[config.mk]
export PLATFORM = sky130hd
export DESIGN_NAME = piece_controller
export DESIGN_NICKNAME = d
export VERILOG_FILES = /design/src/rtl/piece_controller.sv
export SDC_FILE = /design/constraint.sdc
export NUM_CORES = 1
export LEC_CHECK = 0
export BUFFER_PORTS_ARGS = -buffer_cell sky130_fd_sc_hd__buf_2
export CELL_PAD_IN_SITES_DETAIL_PLACEMENT = 1
export CELL_PAD_IN_SITES_GLOBAL_PLACEMENT = 1
export CORE_ASPECT_RATIO = 0.5
export CORE_MARGIN = 10
export CORE_UTILIZATION = 39
export CTS_CLUSTER_DIAMETER = 50
export CTS_CLUSTER_SIZE = 28
export DETAILED_ROUTE_END_ITERATION = 10
export PLACE_DENSITY = 0.83
export RECOVER_POWER = 25
export SYNTH_ARGS = -nofsm -noshare
export SYNTH_HDL_FRONTEND = slang
export SYNTH_SLANG_ARGS = --single-unit
[constraint.sdc]
create_clock -name clk -period 5.9 [get_ports clk]
set_input_delay 0.59 -clock clk [delete_from_list [all_inputs] [get_ports clk]]
set_output_delay 0.59 -clock clk [all_outputs]
set_load 0.05 [all_outputs]
[src/rtl/piece_controller.sv]
// Active-tetromino sequencer: turns tick/move requests into collision-checker runs,
// updates the anchor, locks landed pieces into board RAM and hands off to line clear.
module piece_controller #(
    parameter logic [4:0]  SPAWN_X = 5'd4,
    parameter int unsigned BOARD_W = 10,
    parameter int unsigned BOARD_H = 24,
    parameter logic [3:0]  WDOG    = 4'd8
) (
    input  logic       clk,
    input  logic       resetn,
    input  logic       game_start,
    input  logic       tick,
    input  logic       move_left,
    input  logic       move_right,
    input  logic [3:0] next_block,
    input  logic [7:0] cell_x,
    input  logic [7:0] cell_y,
    input  logic [5:0] lock_colour,
    output logic       chk_enable,
    output logic       chk_left,
    output logic       chk_right,
    input  logic       chk_complete,
    input  logic       chk_collision,
    input  logic [4:0] chk_x,
    input  logic [5:0] chk_y,
    output logic [4:0] x_anchor,
    output logic [5:0] y_anchor,
    output logic [3:0] block,
    output logic [1:0] ram_sel,
    output logic [7:0] ram_addr,
    output logic [5:0] ram_data,
    output logic       ram_wren,
    output logic       lines_req,
    input  logic       lines_done,
    output logic       busy,
    output logic       game_over
);

    typedef enum logic [2:0] {
        IDLE, SPAWN, WAIT, PREP, CHECK, LOCK, CLEAR, GAME_OVER
    } state_t;

    state_t      state_q, state_d;
    logic        pl_q, pl_d, pr_q, pr_d, pt_q, pt_d;
    logic        left_q, left_d, right_q, right_d;
    logic [4:0]  x_q, x_d;
    logic [5:0]  y_q, y_d;
    logic [3:0]  block_q, block_d;
    logic [3:0]  wdog_q, wdog_d;
    logic [1:0]  lidx_q, lidx_d;
    logic [7:0]  addr_q, addr_d;
    logic [5:0]  data_q, data_d;
    logic        wren_q, wren_d;

    logic        clr_l, clr_r, clr_t, clr_all, load_lock, set_en;
    logic [1:0]  lidx_n, cx_sel, cy_sel;
    logic [6:0]  row;
    logic [7:0]  addr_n;

    always_comb begin
        state_d   = state_q;
        x_d       = x_q;
        y_d       = y_q;
        block_d   = block_q;
        left_d    = left_q;
        right_d   = right_q;
        wdog_d    = wdog_q;
        lidx_d    = lidx_q;
        addr_d    = addr_q;
        data_d    = data_q;
        wren_d    = 1'b0;
        clr_l     = 1'b0;
        clr_r     = 1'b0;
        clr_t     = 1'b0;
        clr_all   = 1'b0;
        load_lock = 1'b0;
        lidx_n    = 2'd0;

        case (state_q)
            IDLE: if (game_start) state_d = SPAWN;
            SPAWN: begin
                block_d = next_block;
                x_d     = SPAWN_X;
                y_d     = 6'd0;
                clr_all = 1'b1;
                state_d = WAIT;
            end
            WAIT: begin
                // Contradictory left+right cancel each other; a pending tick still runs.
                if (pl_q && pr_q) begin
                    clr_l = 1'b1;
                    clr_r = 1'b1;
                    if (pt_q) begin
                        clr_t = 1'b1; left_d = 1'b0; right_d = 1'b0; state_d = PREP;
                    end
                end else if (pl_q) begin
                    clr_l = 1'b1; left_d = 1'b1; right_d = 1'b0; state_d = PREP;
                end else if (pr_q) begin
                    clr_r = 1'b1; left_d = 1'b0; right_d = 1'b1; state_d = PREP;
                end else if (pt_q) begin
                    clr_t = 1'b1; left_d = 1'b0; right_d = 1'b0; state_d = PREP;
                end
            end
            PREP: begin
                wdog_d  = 4'd0;
                state_d = CHECK;
            end
            CHECK: begin
                if (chk_complete) begin
                    left_d  = 1'b0;
                    right_d = 1'b0;
                    if (left_q || right_q) begin
                        x_d     = chk_x;
                        state_d = WAIT;
                    end else if (chk_collision) begin
                        lidx_d    = 2'd0;
                        load_lock = 1'b1;
                        state_d   = LOCK;
                    end else begin
                        y_d     = chk_y;
                        state_d = WAIT;
                    end
                end else if (wdog_q == WDOG - 4'd1) begin
                    left_d  = 1'b0;
                    right_d = 1'b0;
                    state_d = WAIT;
                end else begin
                    wdog_d = wdog_q + 4'd1;
                end
            end
            LOCK: begin
                if (lidx_q == 2'd3) begin
                    state_d = (y_q == 6'd0) ? GAME_OVER : CLEAR;
                end else begin
                    lidx_d    = lidx_q + 2'd1;
                    lidx_n    = lidx_q + 2'd1;
                    load_lock = 1'b1;
                end
            end
            CLEAR:     if (lines_done) state_d = SPAWN;
            GAME_OVER: if (game_start) state_d = SPAWN;
            default:   state_d = IDLE;
        endcase

        // Address is prepared one cycle early so addr/data/wren line up in the LOCK cycle.
        // Modulo-256 arithmetic gives the low byte of the 9-bit address directly.
        cx_sel = cell_x[{lidx_n, 1'b0} +: 2];
        cy_sel = cell_y[{lidx_n, 1'b0} +: 2];
        row    = {1'b0, y_q} + {5'd0, cy_sel};
        addr_n = {1'b0, row} * 8'(BOARD_W) + {3'd0, x_q} + {6'd0, cx_sel};
        if (load_lock) begin
            addr_d = addr_n;
            data_d = lock_colour;
            wren_d = (row < 7'(BOARD_H));
        end
    end

    assign set_en = (state_q != IDLE) && (state_q != GAME_OVER);
    // A pulse coinciding with its flag's service is kept, so no request is lost.
    assign pl_d = !clr_all && ((pl_q && !clr_l) || (set_en && move_left));
    assign pr_d = !clr_all && ((pr_q && !clr_r) || (set_en && move_right));
    assign pt_d = !clr_all && ((pt_q && !clr_t) || (set_en && tick));

    always_ff @(posedge clk or negedge resetn) begin
        if (!resetn) begin
            state_q <= IDLE;
            pl_q    <= 1'b0;
            pr_q    <= 1'b0;
            pt_q    <= 1'b0;
            left_q  <= 1'b0;
            right_q <= 1'b0;
            x_q     <= 5'd0;
            y_q     <= 6'd0;
            block_q <= 4'd0;
            wdog_q  <= 4'd0;
            lidx_q  <= 2'd0;
            addr_q  <= 8'd0;
            data_q  <= 6'd0;
            wren_q  <= 1'b0;
        end else begin
            state_q <= state_d;
            pl_q    <= pl_d;
            pr_q    <= pr_d;
            pt_q    <= pt_d;
            left_q  <= left_d;
            right_q <= right_d;
            x_q     <= x_d;
            y_q     <= y_d;
            block_q <= block_d;
            wdog_q  <= wdog_d;
            lidx_q  <= lidx_d;
            addr_q  <= addr_d;
            data_q  <= data_d;
            wren_q  <= wren_d;
        end
    end

    assign chk_enable = (state_q == CHECK);
    assign chk_left   = left_q;
    assign chk_right  = right_q;
    assign x_anchor   = x_q;
    assign y_anchor   = y_q;
    assign block      = block_q;
    assign ram_sel    = (state_q == LOCK)  ? 2'b01 :
                        (state_q == CLEAR) ? 2'b10 : 2'b00;
    assign ram_addr   = addr_q;
    assign ram_data   = data_q;
    assign ram_wren   = wren_q;
    assign lines_req  = (state_q == CLEAR);
    assign busy       = (state_q != IDLE) && (state_q != WAIT) && (state_q != GAME_OVER);
    assign game_over  = (state_q == GAME_OVER);

endmodule
======== After elaboration in Yosys (flattened, before gate mapping) ========
Index checks and enable logic that the tools add are counted.
word-level totals
  register bits after elaboration ......... 44
  bits of input ports ..................... 46
  output and inout port bits .............. 38
cells by class
  add/subtract/negate cells ............... 5
  $mul .................................... 1
  magnitude comparators ................... 1
  equal/unequal tests ..................... 23
  shifts and indexed selects .............. 2
  mux-type cells .......................... 63
  reduce and logical (&&, ||, !) cells .... 35
operators by type and width
  kind                 count
  $mux 3               11
  $mux 1               29
  $pmux 3 s7           1
  $mux 6               3
  $mux 2               8
  $shiftx 8x4->2       2
  $logic_and 1x1->1    13
  $eq 3x3->1 const B   4
  $ne 2x2->1 const B   6
  $pmux 6 s2           1
  $mux 5               2
  $ne 2x1->1 const B   5
  $pmux 5 s2           1
  $add 8x2->8          1
  $add 8x5->8          1
  $mux 4               2
  $pmux 4 s2           1
  $reduce_and 4->1     2
  $reduce_bool 2->1    4
  $add 6x2->7          1
  $lt 7x5->1 const B   1
  $mul 7x3->7 const B  1
  $eq 3x2->1 const B   2
  $logic_not 6->1      1
  other kinds (18)     27

======== Longest topological paths before layout ========
  depth in word-level cells ............... 9
  depth in mapped cells ................... 18
  mapped depth without buffers ............ 17

======== Worst setup path before layout ========
Ideal clock, no wire load.
  path type ............................... reg2reg
  from .................................... reg state_q[2]
  to ...................................... reg addr_q[7] (netlist: ram_addr[7])
  data arrival time ....................... 4.831 ns
  setup slack ............................. 0.986 ns
  cell stages (with the launch flop) ...... 18
  period minus slack after synthesis ...... 4.914 ns
  path through ............................ dfrtp_1 -> buf_4 -> nand2_1 -> nor2_1 -> nand2_1 -> mux4_2 -> ha_1 -> inv_1 -> fa_1 -> nand3b_1 -> xnor2_1 -> ha_1 -> fa_1 -> ha_1 -> a21boi_0 -> o21ai_0 -> xnor3_1 -> o21ai_0
between the ends
  longest elaborated chain between the ends .. 7
RTL lines
  element                 line  text
  from (decl)             43    state_t state_q, state_d;
  from (signal assigned)  181   state_q <= state_d;
  $eq 3x3->1              79    case (state_q)
  $mux 2                  79
  $shiftx 8x4->2          148   cy_sel = cell_y[{lidx_n, 1'b0} +: 2];
  $add 6x2->7             149   row = {1'b0, y_q} + {5'd0, cy_sel};
  $mul 7x3->7             150   addr_n = {1'b0, row} * 8'(BOARD_W) + {3'd0, x_q} + {6'd0, cx_sel};
  $add 8x5->8             150
  $add 8x2->8             150
  to (signal assigned)    192   addr_q <= addr_d;
  to (decl)               51    logic [7:0] addr_q, addr_d;
Parallel ways exist; a longest one is shown, timed or not.
A chain may end at the register's enable or synchronous reset.

======== Worst setup path after layout ========
  from .................................... reg state_q[0]
  to ...................................... reg addr_q[7] (netlist: ram_addr[7])
The elaborated chain is that of the path after synthesis.

==> summary.txt <==
Finish
  – Commonest non-fill, non-tap cells in the layout: buf_2 (82), dfrtp_1 (44), nand2_1 (43), o21ai_0 (28), nor2_1 (19)
  – Commonest non-fill, non-tap cell in the layout: buf_2
  – Final nets: 424
  – Area used by multi-input combinational logic: 1584 um2
  – FF/Latch Area: 1101 um2
  – Filler instances: 826
  – Area Overhead vs Synth: 22.12%
  – Share of layout cells above drive strength 1: 33.05%
  – Final Util: 50.15%

Worst setup path
  – Worst path buffer plus inverter count: 1
  – FF-to-FF setup slack: 1.00 ns
  – Worst Setup SP: state_q[0]
  – Crit. End Element: flop
  – Crit path top cell by count: ha_1
  – CP max stage delay: 0.64 ns
  – R2r worst-path depth: 16
  – Reg2Reg Launch Point: state_q[0]
  – Crit Path Category: reg -> reg
  – CP Data Required Time: slightly above 6 ns
  – Critical Path End: ram_addr[7]
  – Critical path depth: 16
  – R2R Path End: ram_addr[7]
  – Crit-path cells: nand2_1, nor2_1, nand2_1, mux4_2, ha_1, inv_1, fa_1, nand3b_1, xnor2_1, ha_1, fa_1, ha_1, a21boi_0, o21ai_0, xnor3_1, o21ai_0
  – CP top delay family: adder cells
  – Startpoint types: flop
  – Slowest CP cell: dfrtp_1
  – Worst-path fanout max: 16
  – WP data arrival: 5.03 ns

Placement
  – IO buf count: 83
  – RePlAce Congestion: 0.8266
  – Detailed placer's ending HPWL: 6.798 mm

Pwr
  – Int Pwr: between 900 and 1000 uW
  – Leak pwr: 0.001692 uW
  – P_sw: 1060 uW
  – Worst-case vdd ir drop: 177.6 uV
  – Sw Share: 51.77%
  – Sequential share of power: 27.4%
  – Combinational share of power: 58.5%
  – Power Density: 597.8 nW/um2
  – Clock power frac: 14.1%

Clock tree
  – CTS tree: done
  – # Post-CTS Setup Buffers: 0
  – Hold buffers post-CTS: 0
  – Root buffer cell: clkbuf_16
  – Clock transition at the registers of the reported paths: 0.06 ns
  – Post_cts resized: 0
  – Worst skew pair latency: 0.29 ns
  – Clk sinks: 44
  – CTS H-tree depth: 2
  – CTS Buffer Depth: 2
  – CTS Buf Count: 5

Floorplanning
  – Initial Util: approximately two fifths
  – Core area: 6832 um2
  – IO Count: 84
  – Row count: 21
  – Die Area: ~11000 um2
  – Die span in y: 79.97 um
  – Chip width: 139.9 um

STA
  – RSZ-0062 raised after global routing: no
  – Final Max Tran Viols: 45
  – Worst slew pin tran: 2.520 ns
  – Final setup TNS: 0 ns
  – Endpoints failing hold: 0
  – Tcrit/Tclk final: 82.99%
  – Final Skew: around 0.0017 ns
  – Max-slew headroom: -68.01%
  – Final setup fails: 0
  – Fmax: 0.2042 GHz
  – Period minus WS final: 4.897 ns

Detailed routing
  – Starting DRT DRC Count: approximately 180
  – Post-route ant nets: 0
  – Vias/cell: 5.307
  – Total vias in the final route: roughly 2400
  – DR pass1 iterations: 5
  – Routed wire length: 8.926 mm
  – Average wire per standard cell: about 20 um
  – Drc violations: 0

Status
  – Failing checks: capacitance limit, slew limit
  – Status: finished, violations left

Synth
  – Cell Area, Synth: 2805 um2
  – Top FF cell, synth: dfrtp_1
  – Synthesized flop and latch total: 44
  – Syn_area_per_cell: 10.13 um2
  – Async S/R FF share, synth: 100.0%
  – YS warnings: 0
  – Post-synth EDFFs: 0
  – Synthesized net count: 345
  – Cells after synthesis: around 280
  – Register area share after synthesis: 39.25%
  – Post-synth cell types: 51

Global routing
  – First-pass GRT wire length: 13.77 mm
  – Largest net degree at the start of global routing: 45
  – GRT Total Usage: 15.38%
  – Vias in the first global route: 2631
  – Remaining Overflow, GRT: 0
  – Antenna violations before repair: 1

Flow run
  – Max-Cap Viols: 1

Hold path
  – Hold wc startpoint: ram_addr[4]
  – Hold Path Class: reg -> reg
## registers in the layout, summed over array words and instances, names as in the netlist
name	flops
y_anchor	6
ram_data	6
state_q	3
ram_addr	8
pr_q	1
lidx_q	2
pl_q	1
pt_q	1
ram_wren	1
chk_left	1
x_anchor	5
block	4
chk_right	1
wdog_q	4
## cells by family (layout without fill, tap and decap cells)
| group | count (synthesis) | count (layout) | synth area share (%) |
|---|---|---|---|
| and+or+nand+nor | 86 | 86 | 14.90 |
| AOI/OAI and AO/OA | 67 | 67 | 15.70 |
| DFF | 44 | 44 | 39.25 |
| buffers and inverters | 26 | 106 | 4.281 |
| adders and majority gates | 22 | 22 | 10.88 |
| muxes | 20 | 20 | 10.75 |
| xor gates and xnor gates | 12 | 12 | 4.237 |
| other | 0 | 1 | 0 |
## worst min-delay path, stage by stage (launching register included)
cell	delay (ns)
dfrtp_1	0.34
nand2_1	0.05
o21ai_0	0.06
## power by group through the flow
stage,clock (uW),sequential [uW],combinational [uW]
final,289,560,1200
after CTS,293,559,1210
after floorplan,0,802,653
after global placement,0,547,1140
after detailed placement,0,562,1190
after global routing,309,583,1300
## final cells by class
type                       count  share of cell area (%)
sequential                    44                   32.14
tap                           92                   3.360
multi-input combinational    207                   46.24
clock inverter                 1                  0.2191
inverter                      15                   1.717
timing repair buffer          83                   12.09
antenna                        1                 0.07305
clock buffer                   7                   4.164
## cell usage after synthesis (2+ instances only)
| library cell | n | area share, % |
|---|---|---|
| mux2i_1 | 2 | 0.71 |
| or4_1 | 2 | 0.54 |
| inv_1 | 12 | 1.6 |
| buf_4 | 3 | 0.80 |
| o31ai_1 | 5 | 1.3 |
| nor2_1 | 19 | 2.5 |
| a32o_1 | 3 | 1.1 |
| nor2b_1 | 3 | 0.67 |
| dfrtp_1 | 44 | 39 |
| a21oi_1 | 15 | 2.7 |
| nor3_1 | 6 | 1.1 |
| nor4_4 | 2 | 1.5 |
| o32ai_1 | 2 | 0.62 |
| mux2_4 | 6 | 3.2 |
| mux4_2 | 5 | 4.0 |
| xor2_1 | 5 | 1.6 |
| o21ai_0 | 28 | 5.0 |
| clkbuf_1 | 5 | 0.67 |
| ha_1 | 18 | 8.0 |
| mux2_2 | 7 | 2.8 |
| o22ai_1 | 2 | 0.45 |
| a21o_1 | 4 | 1.1 |
| nand2_1 | 43 | 5.8 |
| xnor2_1 | 6 | 1.9 |
| fa_1 | 4 | 2.9 |
## per-layer routing
metal / GRT usage [%] / share of wire [%] / routed length (um)
met5: 0 / 0 / 0
met4: 5.430 / 1.8 / 161
met3: 3.088 / 3.0 / 267
met2: 31.65 / 58 / 5143
met1: 15.05 / 38 / 3353
## worst min path at each step
| stage | to | slack (ns) | cells after the start |
|---|---|---|---|
| finish | ram_addr[4] | 0.48 | 2 |
| global route | x_anchor[0] | 0.51 | 3 |
| CTS | ram_addr[5] | 0.49 | 2 |
| detailed placement | ram_addr[5] | 0.48 | 2 |
| global placement | ram_addr[2] | 0.46 | 2 |
| floorplan | block[0] | 0.29 | 0 |
## metrics by stage
stage | area [um2] | power (uW) | instances | hold WS [ns] | worst slack, ns
floorplan | 2805 | 1455 | 277 | 0.2944 | 0.9859
global placement | 3274 | 1682 | 441 | 0.4620 | 1.323
detailed placement | 3274 | 1753 | 441 | 0.4758 | 1.065
CTS | 3425 | 2063 | 449 | 0.4905 | 0.9719
global route | 3426 | 2189 | 450 | 0.5136 | 0.6578
finish | 3426 | 2048 | 450 | 0.4809 | 1.003
Note: power is estimated with default switching activity, not from simulation.
